==> src/rtl/instr_fetch.sv <==
// instr_fetch: multi-cycle instruction fetch / decode front end.
// Fetches one 32-bit word per instruction from a variable-latency program store, resolves
// control instructions (jumps, halt, NOPs) locally and hands ALU/move instructions to the
// execute stage over a valid/ready handshake.
// Optional feature: define PERF_CNT_EN to add the saturating issued-instruction counter
// output issued_cnt_o. Without it the port and the counter do not exist.
module instr_fetch #(
    parameter int unsigned ADDR_W = 5,
    parameter int unsigned CNT_W  = 16
) (
    input  logic              clk,
    input  logic              rst_n,
    output logic              imem_req_o,
    output logic [ADDR_W-1:0] imem_addr_o,
    input  logic [31:0]       imem_rdata_i,
    input  logic              imem_valid_i,
    output logic [31:0]       ir_o,
    output logic              ir_valid_o,
    input  logic              ir_ready_i,
    input  logic              sign_i,
    input  logic              zero_i,
    input  logic              overflow_i,
    input  logic              carry_i,
`ifdef PERF_CNT_EN
    output logic [CNT_W-1:0]  issued_cnt_o,
`endif
    output logic              halted_o
);

    typedef enum logic [2:0] {
        StFetch,
        StWait,
        StDecode,
        StIssue,
        StHalt
    } state_e;

    // Control opcodes; everything below OpJump goes to execute, above OpHalt is a NOP.
    localparam logic [4:0] OpJump     = 5'd12;
    localparam logic [4:0] OpJcarry   = 5'd13;
    localparam logic [4:0] OpJnocarry = 5'd14;
    localparam logic [4:0] OpJsign    = 5'd15;
    localparam logic [4:0] OpJzero    = 5'd16;
    localparam logic [4:0] OpJover    = 5'd17;
    localparam logic [4:0] OpHalt     = 5'd18;

    state_e            state_q, state_d;
    logic [ADDR_W-1:0] pc_q, pc_d;
    logic [31:0]       ir_q, ir_d;
    logic [4:0]        opcode;
    logic [ADDR_W-1:0] pc_inc;
    logic [ADDR_W-1:0] jump_target;
    logic              jump_taken;

    assign opcode      = ir_q[31:27];
    // Natural ADDR_W-bit overflow gives the required wrap from the last address to 0.
    assign pc_inc      = pc_q + ADDR_W'(1);
    assign jump_target = ir_q[ADDR_W-1:0];

    // Branch condition, evaluated on the flags present during DECODE.
    always_comb begin
        jump_taken = 1'b0;
        case (opcode)
            OpJump:     jump_taken = 1'b1;
            OpJcarry:   jump_taken = carry_i;
            OpJnocarry: jump_taken = ~carry_i;
            OpJsign:    jump_taken = sign_i;
            OpJzero:    jump_taken = zero_i;
            OpJover:    jump_taken = overflow_i;
            default:    jump_taken = 1'b0;
        endcase
    end

    // Next-state, next-PC and instruction-register update.
    always_comb begin
        state_d = state_q;
        pc_d    = pc_q;
        ir_d    = ir_q;
        unique case (state_q)
            StFetch: begin
                state_d = StWait;
            end
            StWait: begin
                // Read data is only meaningful here; pulses in other states are dropped.
                if (imem_valid_i) begin
                    ir_d    = imem_rdata_i;
                    state_d = StDecode;
                end
            end
            StDecode: begin
                if (opcode < OpJump) begin
                    state_d = StIssue;
                end else if (opcode == OpHalt) begin
                    state_d = StHalt;
                end else begin
                    // Jumps and NOPs never reach execute.
                    pc_d    = jump_taken ? jump_target : pc_inc;
                    state_d = StFetch;
                end
            end
            StIssue: begin
                if (ir_ready_i) begin
                    pc_d    = pc_inc;
                    state_d = StFetch;
                end
            end
            StHalt: begin
                state_d = StHalt;
            end
            default: begin
                state_d = StFetch;
            end
        endcase
    end

    // State, PC and IR registers; reset restarts fetching from address 0.
    always_ff @(posedge clk or negedge rst_n) begin
        if (!rst_n) begin
            state_q <= StFetch;
            pc_q    <= '0;
            ir_q    <= '0;
        end else begin
            state_q <= state_d;
            pc_q    <= pc_d;
            ir_q    <= ir_d;
        end
    end

    // Request is gated by rst_n so it stays low during reset yet rises the moment reset lifts.
    assign imem_req_o  = rst_n && (state_q == StFetch);
    assign imem_addr_o = pc_q;
    assign ir_o        = ir_q;
    assign ir_valid_o  = (state_q == StIssue);
    assign halted_o    = (state_q == StHalt);

`ifdef PERF_CNT_EN
    logic [CNT_W-1:0] issued_cnt_q;

    // Count accepted issue handshakes, sticking at the all-ones value.
    always_ff @(posedge clk or negedge rst_n) begin
        if (!rst_n) begin
            issued_cnt_q <= '0;
        end else if (ir_valid_o && ir_ready_i && (issued_cnt_q != '1)) begin
            issued_cnt_q <= issued_cnt_q + CNT_W'(1);
        end
    end

    assign issued_cnt_o = issued_cnt_q;
`else
    // Counter width only matters when the counter is built.
    logic unused_cnt_w;
    assign unused_cnt_w = (CNT_W == 0);
`endif

endmodule

==> config.mk <==
export PLATFORM = sky130hd
export DESIGN_NAME = instr_fetch
export DESIGN_NICKNAME = d
export VERILOG_FILES = /design/src/rtl/instr_fetch.sv
export SDC_FILE = /design/constraint.sdc
export NUM_CORES = 1
export LEC_CHECK = 0
export ABC_AREA = 1
export BUFFER_PORTS_ARGS = -buffer_cell sky130_fd_sc_hd__buf_2
export CORE_UTILIZATION = 47
export CTS_BUF_LIST = sky130_fd_sc_hd__clkbuf_4 sky130_fd_sc_hd__clkbuf_8 sky130_fd_sc_hd__clkbuf_16
export CTS_CLUSTER_DIAMETER = 40
export DETAILED_ROUTE_END_ITERATION = 10
export PLACE_DENSITY_LB_ADDON = 0.2
export RECOVER_POWER = 25
export SLEW_MARGIN = 20
export SYNTH_ARGS = -nofsm -noshare
export SYNTH_HDL_FRONTEND = slang
export SYNTH_SLANG_ARGS = --single-unit
==> constraint.sdc <==
create_clock -name clk -period 1.7 [get_ports clk]
set_input_delay 0.34 -clock clk [delete_from_list [all_inputs] [get_ports clk]]
set_output_delay 0.34 -clock clk [all_outputs]
set_load 0.05 [all_outputs]
==> results of run 1 <==
==> critical path: stages, from the launching register on <==
cell and delay, ns:
dfrtp_1 0.47, nor2_1 0.15, nand2_1 0.09, inv_1 0.06, clkbuf_4 0.22
==> logic make-up after synthesis <==
| kind of cell | Yosys count |
|---|---|
| AND/OR/NAND/NOR | 69 |
| multiplexers | 24 |
| AO/OA/AOI/OAI | 13 |
| XOR/XNOR | 3 |
| buffers and inverters | 24 |
| flip-flops | 40 |
| adder cells (fa/ha/maj) | 1 |
==> per-stage QoR <==
| step | cell area, um2 | hold slack (ns) | cells | utilization |
|---|---|---|---|---|
| after CTS | 2440 | 0.128 | 304 | 0.643 |
| after detailed placement | 2370 | 0.446 | 299 | 0.625 |
| after global placement | 2370 | 0.440 | 299 | 0.625 |
| after global routing | 2450 | 0.274 | 304 | 0.644 |
| after floorplan | 1930 | 0.0444 | 174 | - |
| final | 2450 | 0.286 | 304 | 0.644 |
==> path summary, 6_finish.rpt <==
kind,slack (ns),end
setup / recovery,0.09,halted_o
hold / removal,0.29,ir_o[5]
setup reg to reg,0.33,ir_o[25]
hold reg to reg,0.51,ir_o[8]
max in group asynchronous,0.80,ir_o[0]
min in group asynchronous,0.30,ir_o[12]
==> cells in the final DEF (no fill, tap or decap), drive strengths merged <==
cell type / netlist / final
inv: 20 / 20
clkbuf: 0 / 7
mux2: 24 / 24
nand3: 14 / 14
xor2: 1 / 1
buf: 4 / 79
a211o: 1 / 1
nand2: 29 / 29
o21ai: 3 / 3
xnor2: 2 / 2
nand4: 6 / 6
a21oi: 9 / 9
or2: 1 / 1
ha: 1 / 1
dfrtp: 40 / 40
nor2: 19 / 19
==> per-layer routing <==
metal	track usage	up-vias	part of all wire
li1	-	733	-
met4	0.0798	0	0.014
met2	0.315	46	0.50
met1	0.244	677	0.43
met3	0.0448	5	0.056
met5	0	-	0
==> state kept, by name (all words and copies together) (netlist names) <==
| name | count |
|---|---|
| imem_addr_o | 5 |
| ir_o | 32 |
| state_q | 3 |
==> layout make-up <==
type / instances / area share
Sequential cell: 40 / 0.409
Multi-Input combinational cell: 110 / 0.334
Timing Repair Buffer: 81 / 0.174
Inverter: 20 / 0.0307
Clock buffer: 5 / 0.0281
Tap cell: 48 / 0.0246
==> impl_metrics.ini, run 1 <==
[yosys]
yosysWarningCount = 0
synth_fa_ha_area_frac = 0.00648
ys_top_cells_by_count = 40 x dfrtp_1, 27 x nand2_1, 24 x mux2_4
yosys.area.top_type = dfrtp_1
yosys-top-cells-area = dfrtp_1 52%, mux2_4 19%, nand2_1 5.2%
yosysMostFrequentCell = dfrtp_1
synth_compound_area_frac = 0.0363
ys_ff_latch = 40
syn_area_mm2 = 0.00193
syn-instance-count = 174
synth_top_family_by_area = multiplexers
ys_seq_area_frac = 0.518
yosys.area_share.simple = 0.180
muxShareOfSynthArea = 0.187
synth_xor_area_frac = 0.0136
syn_nets = 215
synth_edf_count = 0
synth_flop_cell = dfrtp_1
synth_cell_types = 23
yosys.area.top_type_share = 0.518
synthArstFlopShare = 1.00
syn_area_per_cell_um2 = 11.1

[die]
initial_core_util = 0.508
die_w_um = 66.1
die_h_um = 66.1
core_area_mm2 = 0.00380
rows = 22
ioPinCount = 80
die_area_mm2 = 0.00437

[route]
drc = 0
dr.pass1.iters = 4
vias = 1461
routedWlPerCell_um = 12.1
ant_nets = 0
first_iter_violations = 94
drt-total-wl_um = 3690
avgViaCountPerCell = 4.81

[cells_and_area]
regArea_mm2 = 0.00100
nFillCells = 339
antenna_cells = 0
multi_input_area_um2 = 816
nets = 299
drive_gt1_frac = 0.480
synthToLayoutAreaGrowth_pct = 26.7

[sta]
post-route-min-period_ns = 1.61
setup_slack_ns = 0.0850
setup_viol = 0
finalClockSkew_ns = 0.00702
fin_tns_setup_ns = 0
fin_crit_sh = 0.950
fmax_mhz = 619
slew_viol_final = 0
slew_headroom = 0.362
tightest_slew_ns = 0.957
rsz0062_at_grt = no
hold_violations = 0

[clock_tree]
cts_htree_levels = 2
numCtsBuffers = 5
clock_path_buffers = 2
post_cts_buffers = 0
post_cts_resized = 0
cts_tree = yes
clock-root-buffer = clkbuf_8
path_clk_slew_ns = 0.07
clk-insertion-delay-late_ns = 0.28
hold_buffers = 0
cts_sinks = 40

[global_route]
antenna_found_initial = 0
grt_remaining_overflow = 0
grt_pass1_wl_um = 6150
grt_pass1_vias = 1373
grt_max_degree = 41
groute.usage.overall = 0.192

[run_status]
outcome = finished, final reports clean

[place]
dp_hpwl_um = 2780
gp_congestion = 0.767
preCtsSetupSlack_ns = 0.329
port_buffers = 79

[setup_path]
critPathLaunchType = register
critPathKind = reg2out
crit_fanout = 6
startpoint = state_q[0]
rr_startpoint = state_q[1]
endpoint_kind = output pin
arrival_ns = 1.27
crit_required_ns = 1.36
worst_r2r_path_depth = 4

[min_path]
min_path_cells = 2
worstHoldStart = imem_rdata_i[5]
hold_class = in2reg

[job]
cap_violations = 0
Power of run 1 is not shown: default switching activity piles up to over one toggle a cycle in this logic, so the estimate is an artifact.
==> run 2, diff against run 1 <==
--- a/config.mk
+++ b/config.mk
@@ -7,6 +7,7 @@
 export LEC_CHECK = 0
 export ABC_AREA = 1
 export BUFFER_PORTS_ARGS = -buffer_cell sky130_fd_sc_hd__buf_2
+export CORE_MARGIN = 2
 export CORE_UTILIZATION = 47
 export CTS_BUF_LIST = sky130_fd_sc_hd__clkbuf_4 sky130_fd_sc_hd__clkbuf_8 sky130_fd_sc_hd__clkbuf_16
 export CTS_CLUSTER_DIAMETER = 40
==> run 2 against run 1 <==
  * Global-route usage decreased by 0.92 points
  * Sequential cell count unchanged
  * Fmax decreased by 0.19%
  * Worst hold slack worse by 0.0039 ns
  * Sequential share of layout area decreased by 1.2 points
  * Critical path depth unchanged
  * Critical path type unchanged
  * Largest cell class unchanged
==> impl_metrics.ini, run 2 (synthesis gave the netlist of run 1 again) <==
[run_status]
outcome = finished, final reports clean

[route]
drt-total-wl_um = 3900
ant_nets = 0
routedWlPerCell_um = 12.5
vias = 1496
avgViaCountPerCell = 4.81
first_iter_violations = 61
drc = 0
dr.pass1.iters = 4

[global_route]
grt_remaining_overflow = 0
grt_pass1_vias = 1414
grt_pass1_wl_um = 6180
groute.usage.overall = 0.183
grt_max_degree = 41
antenna_found_initial = 0

[sta]
slew_viol_final = 0
slew_headroom = 0.358
setup_viol = 0
tightest_slew_ns = 0.964
post-route-min-period_ns = 1.62
fmax_mhz = 618
finalClockSkew_ns = 0.00915
fin_crit_sh = 0.952
hold_violations = 0
setup_slack_ns = 0.0819

[die]
die_h_um = 68.1
ioPinCount = 80
initial_core_util = 0.486
die_w_um = 68.1
rows = 23
core_area_mm2 = 0.00397
die_area_mm2 = 0.00464

[place]
dp_hpwl_um = 2930
preCtsSetupSlack_ns = 0.324
gp_congestion = 0.756
dpl.cell_count = 301
port_buffers = 79

[clock_tree]
cts_tree = yes
path_clk_slew_ns = 0.08
cts_htree_levels = 2
clock_path_buffers = 2
cts_sinks = 40
hold_buffers = 0
numCtsBuffers = 5
clock-root-buffer = clkbuf_8
clk-insertion-delay-late_ns = 0.29

[cells_and_area]
layout_common_cells = 77 x buf_2, 39 x dfrtp_1, 27 x nand2_1, 24 x mux2_4, 18 x inv_1
nets = 301
instances_no_fill = 311
synthToLayoutAreaGrowth_pct = 30.7
drive_gt1_frac = 0.494
final_common_cell = buf_2
largest_reg_flops = 32
antenna_cells = 0

[min_path]
hold_class = in2reg
min_path_cells = 2

[setup_path]
slowest_delay_ns = 0.48
critPathLaunchType = register
crit_required_ns = 1.36
critPathKind = reg2out
path_cells = inv_2 -> nand2_1 -> nor2_1 -> clkbuf_4
crit_fanout = 6
worst_r2r_path_depth = 5
endpoint_kind = output pin
slowest_stage = dfrtp_1
arrival_ns = 1.28

[job]
cap_violations = 0
-- run 2: final timing paths --
path	startpoint	end	slack, ns
setup / recovery	state_q[0]	imem_req_o	0.08
hold / removal	imem_rdata_i[5]	ir_o[5]	0.28
setup reg to reg	state_q[1]	ir_o[26]	0.24
hold reg to reg	ir_o[10]	ir_o[10]	0.51
max in group asynchronous	rst_n	state_q[1]	0.76
min in group asynchronous	rst_n	state_q[0]	0.29
-- run 2: repair_timing --
item | 4_1_cts | 5_1_grt
setup buffers | 0 | 2
setup endpoints to repair | 0 | 2
endpoints found under the hold margin | 0 | 0
resized for setup | 0 | 3
-- run 2: layout make-up --
cell class / count / area (um2)
fill: 350 / 1450
sequential: 40 / 1000
inverter: 20 / 75.1
timing repair buffer: 83 / 440
clock inverter: 1 / 30.0
clock buffer: 7 / 96.3
tap: 50 / 62.6
multi-input combinational: 110 / 816
-- run 2: metrics by stage --
step,setup TNS (ns),utilization,hold WS [ns],instance area (um2)
after detailed placement,0,0.599,0.446,2380
after floorplan,0,-,0.0444,1930
final,0,0.635,0.282,2520
after global placement,0,0.599,0.438,2380
after CTS,0,0.630,0.125,2500
after global routing,-0.00713,0.635,0.262,2520
-- run 2: layer usage --
metal  global-route usage  part of all wire  vias to the layer above  wire length, um
met2                0.294              0.50                       53             1940
met3               0.0658             0.073                        6              284
met4               0.0675             0.015                        0               57
met5                    0                 0                        -                0
li1                     -                 -                      741                -
met1                0.228              0.42                      696             1620
-- run 2: worst max-delay path, delay by kind of cell (launching register included) --
family	cells	cell delay (ns)
buf+inv	2	0.37
simple gates	2	0.14
flops	1	0.48
Power of run 2 is left out for the same reason.
